<file path="src/rtl/trace_pkg.sv">
// Shared types and constants for the commit trace buffer.
// Optional build macro TRACE_SEQ_EN adds a 32-bit per-entry sequence stamp.
package trace_pkg;

    localparam int REG_ADDR_W = 5;
    localparam int DROP_CNT_W = 16;
    localparam int SEQ_W      = 32;

    // Default field widths; the top module may be built with other widths.
    localparam int TRC_PC_W   = 32;
    localparam int TRC_DATA_W = 32;

    typedef struct packed {
        logic [TRC_PC_W-1:0]   pc;
        logic                  enable;
        logic [REG_ADDR_W-1:0] dest;
        logic [TRC_DATA_W-1:0] data;
    } trace_rec_t;

    // Width of one packed commit record (pc, enable, dest, data) for given widths.
    function automatic int trace_rec_width(input int pc_w, input int data_w);
        return pc_w + 1 + REG_ADDR_W + data_w;
    endfunction

endpackage

</file>
<file path="src/rtl/trace_fifo_mem.sv">
// Storage array for the trace buffer: one synchronous write port, one
// asynchronous read port. The array is deliberately not reset; validity is
// tracked by the pointers in the parent.
module trace_fifo_mem #(
    parameter int DEPTH = 16,
    parameter int WIDTH = 70
) (
    input  logic                     i_clk,
    input  logic                     i_wr_en,
    input  logic [$clog2(DEPTH)-1:0] i_wr_addr,
    input  logic [WIDTH-1:0]         i_wr_data,
    input  logic [$clog2(DEPTH)-1:0] i_rd_addr,
    output logic [WIDTH-1:0]         o_rd_data
);

    logic [WIDTH-1:0] r_mem [DEPTH];

    // Write the incoming record at the write index.
    always_ff @(posedge i_clk) begin
        if (i_wr_en) begin
            r_mem[i_wr_addr] <= i_wr_data;
        end
    end

    assign o_rd_data = r_mem[i_rd_addr];

endmodule

</file>
<file path="src/rtl/commit_trace_buffer.sv">
// Commit trace buffer: captures writeback commit events into a first-word-
// fall-through FIFO drained through a valid/ready port.
// Optional build macro TRACE_SEQ_EN adds out_seq_o, a stamp from a commit
// sequence counter that also advances on dropped commits, so gaps show losses.
module commit_trace_buffer
    import trace_pkg::*;
#(
    parameter int PC_W        = 32,
    parameter int DATA_W      = 32,
    parameter int DEPTH       = 16,
    parameter int WRITES_ONLY = 0,
    parameter int DROP_OLDEST = 0
) (
    input  logic                     clk,
    input  logic                     reset,
    input  logic                     w_valid_i,
    input  logic [PC_W-1:0]          w_pc_i,
    input  logic                     w_enable_i,
    input  logic [REG_ADDR_W-1:0]    w_dest_i,
    input  logic [DATA_W-1:0]        w_data_i,
    input  logic                     flush_i,
    output logic                     out_valid_o,
    input  logic                     out_ready_i,
    output logic [PC_W-1:0]          out_pc_o,
    output logic                     out_enable_o,
    output logic [REG_ADDR_W-1:0]    out_dest_o,
    output logic [DATA_W-1:0]        out_data_o,
    output logic [$clog2(DEPTH):0]   count_o,
    output logic                     full_o,
    output logic                     empty_o,
    output logic [DROP_CNT_W-1:0]    drop_cnt_o
`ifdef TRACE_SEQ_EN
    ,
    output logic [SEQ_W-1:0]         out_seq_o
`endif
);

    localparam int AW     = $clog2(DEPTH);
    localparam int PTR_W  = AW + 1;
    localparam int BASE_W = trace_rec_width(PC_W, DATA_W);
`ifdef TRACE_SEQ_EN
    localparam int REC_W  = BASE_W + SEQ_W;
`else
    localparam int REC_W  = BASE_W;
`endif

    logic [PTR_W-1:0]      r_wr_ptr;
    logic [PTR_W-1:0]      r_rd_ptr;
    logic [DROP_CNT_W-1:0] r_drop_cnt;

    logic             w_qualify;
    logic             w_full;
    logic             w_empty;
    logic             w_pop;
    logic             w_write;
    logic             w_drop;
    logic [REC_W-1:0] w_wr_rec;
    logic [REC_W-1:0] w_rd_rec;
    logic [REC_W-1:0] w_head;

    assign w_qualify = w_valid_i && ((WRITES_ONLY == 0) || w_enable_i);
    assign w_empty   = (r_wr_ptr == r_rd_ptr);
    assign w_full    = (r_wr_ptr[AW-1:0] == r_rd_ptr[AW-1:0]) &&
                       (r_wr_ptr[AW] != r_rd_ptr[AW]);
    assign w_pop     = !w_empty && out_ready_i;

    // A full buffer accepts a push only if a pop frees a slot the same cycle,
    // or if overwriting the oldest entry is the chosen overflow policy.
    assign w_drop    = w_qualify && !flush_i && w_full && !w_pop;
    assign w_write   = w_qualify && !flush_i &&
                       (!w_full || w_pop || (DROP_OLDEST != 0));

`ifdef TRACE_SEQ_EN
    logic [SEQ_W-1:0] r_seq;

    // Sequence counter advances on every qualified commit, stored or not.
    always_ff @(posedge clk or negedge reset) begin
        if (!reset) begin
            r_seq <= '0;
        end else if (w_qualify) begin
            r_seq <= r_seq + 1'b1;
        end
    end

    assign w_wr_rec = {r_seq, w_pc_i, w_enable_i, w_dest_i, w_data_i};
`else
    assign w_wr_rec = {w_pc_i, w_enable_i, w_dest_i, w_data_i};
`endif

    // Pointer update; under overwrite-oldest the read pointer follows the write.
    always_ff @(posedge clk or negedge reset) begin
        if (!reset) begin
            r_wr_ptr <= '0;
            r_rd_ptr <= '0;
        end else if (flush_i) begin
            r_wr_ptr <= '0;
            r_rd_ptr <= '0;
        end else begin
            if (w_write) begin
                r_wr_ptr <= r_wr_ptr + PTR_W'(1);
            end
            if (w_pop || (w_drop && (DROP_OLDEST != 0))) begin
                r_rd_ptr <= r_rd_ptr + PTR_W'(1);
            end
        end
    end

    // Saturating overflow counter; survives flush.
    always_ff @(posedge clk or negedge reset) begin
        if (!reset) begin
            r_drop_cnt <= '0;
        end else if (w_drop && (r_drop_cnt != {DROP_CNT_W{1'b1}})) begin
            r_drop_cnt <= r_drop_cnt + 1'b1;
        end
    end

    trace_fifo_mem #(
        .DEPTH (DEPTH),
        .WIDTH (REC_W)
    ) u_mem (
        .i_clk     (clk),
        .i_wr_en   (w_write),
        .i_wr_addr (r_wr_ptr[AW-1:0]),
        .i_wr_data (w_wr_rec),
        .i_rd_addr (r_rd_ptr[AW-1:0]),
        .o_rd_data (w_rd_rec)
    );

    // Head fields read as zero while empty so stale array contents never leak.
    assign w_head       = w_empty ? '0 : w_rd_rec;
    assign out_valid_o  = !w_empty;
    assign out_data_o   = w_head[DATA_W-1:0];
    assign out_dest_o   = w_head[DATA_W +: REG_ADDR_W];
    assign out_enable_o = w_head[DATA_W + REG_ADDR_W];
    assign out_pc_o     = w_head[DATA_W + REG_ADDR_W + 1 +: PC_W];
`ifdef TRACE_SEQ_EN
    assign out_seq_o    = w_head[BASE_W +: SEQ_W];
`endif

    assign count_o    = r_wr_ptr - r_rd_ptr;
    assign full_o     = w_full;
    assign empty_o    = w_empty;
    assign drop_cnt_o = r_drop_cnt;

endmodule

</file>
<file path="config.mk">
export PLATFORM = sky130hd
export DESIGN_NAME = commit_trace_buffer
export DESIGN_NICKNAME = d
export VERILOG_FILES = /design/src/rtl/trace_pkg.sv /design/src/rtl/trace_fifo_mem.sv /design/src/rtl/commit_trace_buffer.sv
export SDC_FILE = /design/constraint.sdc
export NUM_CORES = 1
export LEC_CHECK = 0
export CAP_MARGIN = 10
export CORE_ASPECT_RATIO = 1.2
export CORE_MARGIN = 2
export CORE_UTILIZATION = 55
export CTS_CLUSTER_DIAMETER = 200
export DETAILED_ROUTE_END_ITERATION = 8
export PLACE_DENSITY = 0.7
export SYNTH_ARGS = -nofsm -noshare
export SYNTH_HDL_FRONTEND = slang
export SYNTH_SLANG_ARGS = --single-unit
</file>
<file path="constraint.sdc">
create_clock -name clk -period 16 [get_ports clk]
set_clock_uncertainty 0.05 [all_clocks]
set_input_delay 3.2 -clock clk [delete_from_list [all_inputs] [get_ports clk]]
set_output_delay 3.2 -clock clk [all_outputs]
set_load 0.01 [all_outputs]
</file>
==> flow_summary.ini <==
[placement]
hpwl_microns = 47260
place.gp.congestion = 0.7344
place_area_sq_um = 46790
io_buffers = 168

[global_route]
antenna_found_initial = 10
grt_start_max_net_pins = 75
grt_pass1_vias = 21110
grt_util_all_layers_pct = 23.43
grt_pass1_wl_microns = 138500
overflow = 0

[clock_network]
clock-root-buffer = clkbuf_16
cts.clk_slew.worst_paths_ps = 60
cts_hold_buf = 0
cts_buffer_depth = 3
post-cts-setup-buffers = 0
cts_resized = 0
clock_sinks = 1146
clock_latency_ps = 650
htree_levels = 3
cts_made_buffers = 104
cts_tree = built

[setup_path]
cp.required_ps = 12750
end_kind = output port
worstSetupStartpoint = r_rd_ptr[1]
worstSetupPathType = flop to output port
reg2reg_depth = 7
crit_fanout = 74
worstPathArrival_ps = 6650
start_kind = flop
r2r-start = r_rd_ptr[1]

[timing]
finalHoldViolCount = 0
tns_ps = 0
fin_crit_ps = 9904
rsz0062_at_grt = no
finalMaxSlewViolations = 0
worst_pin_slew_ps = 1225
max_freq_mhz = 101.0
slew_headroom_pct = 18.14
finalSetupViolCount = 0
fin_crit_sh_pct = 61.90
whs_ps = 455.2

[worst_hold_path]
holdCritPathClass = flop to flop
min_path_cells = 1
hp-start = drop_cnt_o[12]

[routing]
drt_iter0_drc = 2025
detail-route-antenna-nets = 0
viasPerCell = 6.257
drt_pre_antenna_iters = 5
wirelength_microns = 94030
drc_errors = 0
drt-wirelength-per-cell_microns = 29.25
num_vias = 20120

[yosys]
netlist_top_cells_count = 1120 x edfxtp_1, 280 x mux4_2, 140 x mux2i_1, 70 x o22ai_1, 46 x clkbuf_1
synthCells = 1873
yosys.area_share.simple_pct = 0.9038
ys_top_cells_by_area = edfxtp_1 77%, mux4_2 14%, mux2i_1 3.2%
synthAdderAreaFrac_pct = 0.3318
syn_area_sq_um = 43740
post-synth-top-count-cell = edfxtp_1
synth_enable_flop_cells = 1120
syn_area_per_cell_sq_um = 23.36
synth-xor-area-share_pct = 0.5577
ys_ff_latch = 1146
async_reset_ff_share_pct = 2.269
yosys.area.top_type = edfxtp_1
syn_nets = 1959
synthMuxAreaShare_pct = 17.64
synth_compound_area_share_pct = 1.147
synth_top_flop_cell = edfxtp_1
synth.top_cell.area_share_pct = 76.88
seq_area_frac_synth_pct = 78.37
yosysWarnings = 0
synth_top_family_by_area = multiplexers
ys_types = 40

[pwr]
p_total_mw = 6.575
p_per_area_nw_per_um2 = 131.8
total_leakage_power_nw = 16.19
peakVddDrop_uv = 105.9

[die]
initial_core_util_pct = 55.35
dieWidth_microns = 261.5
core_area_sq_um = 79030
die_area_sq_um = 81820
ios = 169
rows = 113
fp.dieH_microns = 312.9

[cells_and_area]
area_delta_synth_final_pct = 14.05
post-route-util_pct = 63.12
drive_gt1_share_pct = 22.77
final_nets = 2182
stdcell_area_sq_um = 49890

[job]
drv_cap = 0

[outcome]
status = complete, no violations
-- worst max-delay path, stage by stage, from the launching register on --
cell	delay, ps
dfrtp_4	1180
buf_4	990
buf_4	930
buf_4	970
mux4_2	380
mux2i_1	90
o22ai_1	520
clkdlybuf4s50_1	660
-- where the power goes --
part / total, mW / switching (mW) / internal [mW]
clock network: 2.28 / 1.05 / 1.23
registers: 3.35 / 0.0271 / 3.32
logic: 0.951 / 0.458 / 0.493
total: 6.57 / 1.53 / 5.04
-- layout by cell type (no fill, tap or decap), types with 2 or more instances in the layout --
master / synthesis / routed
edfxtp_1: 1120 / 1120
mux4_2: 280 / 280
clkdlybuf4s50_1: 0 / 168
mux2i_1: 140 / 140
clkbuf_16: 0 / 106
o22ai_1: 70 / 70
buf_4: 1 / 45
clkinv_2: 0 / 27
clkinv_1: 0 / 27
dfrtp_1: 26 / 24
xnor2_1: 20 / 20
clkbuf_1: 46 / 19
nor2_1: 27 / 15
nand2_1: 15 / 13
inv_1: 12 / 12
nor2_4: 0 / 12
nand4_1: 10 / 10
ha_1: 10 / 10
xor2_1: 6 / 6
nand3_1: 6 / 6
nor3_2: 1 / 5
a21oi_1: 4 / 4
nand2b_1: 3 / 3
inv_6: 0 / 3
diode_2: 0 / 2
a21o_1: 2 / 2
nand2_4: 0 / 2
and3_1: 2 / 2
inv_16: 0 / 2
clkinvlp_4: 0 / 2
dfrtp_4: 0 / 2
-- cells by family (layout without fill, tap and decap cells) --
logic type                 Yosys count  count (layout)
muxes                              421             421
adders and majority gates           11              11
AOI/OAI and AO/OA                   80              80
buffers and inverters              110             415
and+or+nand+nor                     78              78
xor gates and xnor gates            27              27
DFF                               1146            1146
other                                0               2
-- per-stage QoR --
stage	cells	setup slack (ps)
finish	3215	6096
global route	3215	5994
CTS	3212	6151
detailed placement	3024	6849
global placement	3024	6902
floorplan	1873	6730
-- final timing paths --
path | endpoint | slack [ps]
setup / recovery | out_pc_o[11] | 6100
hold / removal | drop_cnt_o[12] | 460
setup reg to reg | u_mem.r_mem[8][8] | 10770
hold reg to reg | drop_cnt_o[12] | 460
max in group asynchronous | r_rd_ptr[0] | 12750
min in group asynchronous | drop_cnt_o[15] | 2870
-- state kept, by name (all words and copies together), names as in the netlist --
name,count
u_mem.r_mem,1120
drop_cnt_o,16
r_rd_ptr,5
r_wr_ptr,5
-- final cells by class --
| cell class | count | area [sq um] |
|---|---|---|
| sequential | 1146 | 34290 |
| tap | 1035 | 1295 |
| fill | 5183 | 29150 |
| antenna | 2 | 5.005 |
| clock inverter | 63 | 364.1 |
| timing repair buffer | 214 | 2024 |
| clock buffer | 125 | 2724 |
| multi-input combinational | 617 | 9130 |
| inverter | 13 | 56.30 |
-- layer usage --
layer	global-route usage, %	vias to the layer above	wire [microns]
met5	0	-	77
met4	7.451	12	2347
met3	3.429	162	5944
met2	39.10	757	48430
met1	32.39	10780	37230
li1	-	8409	-
No activity file was read; power rests on OpenSTA's default activity.
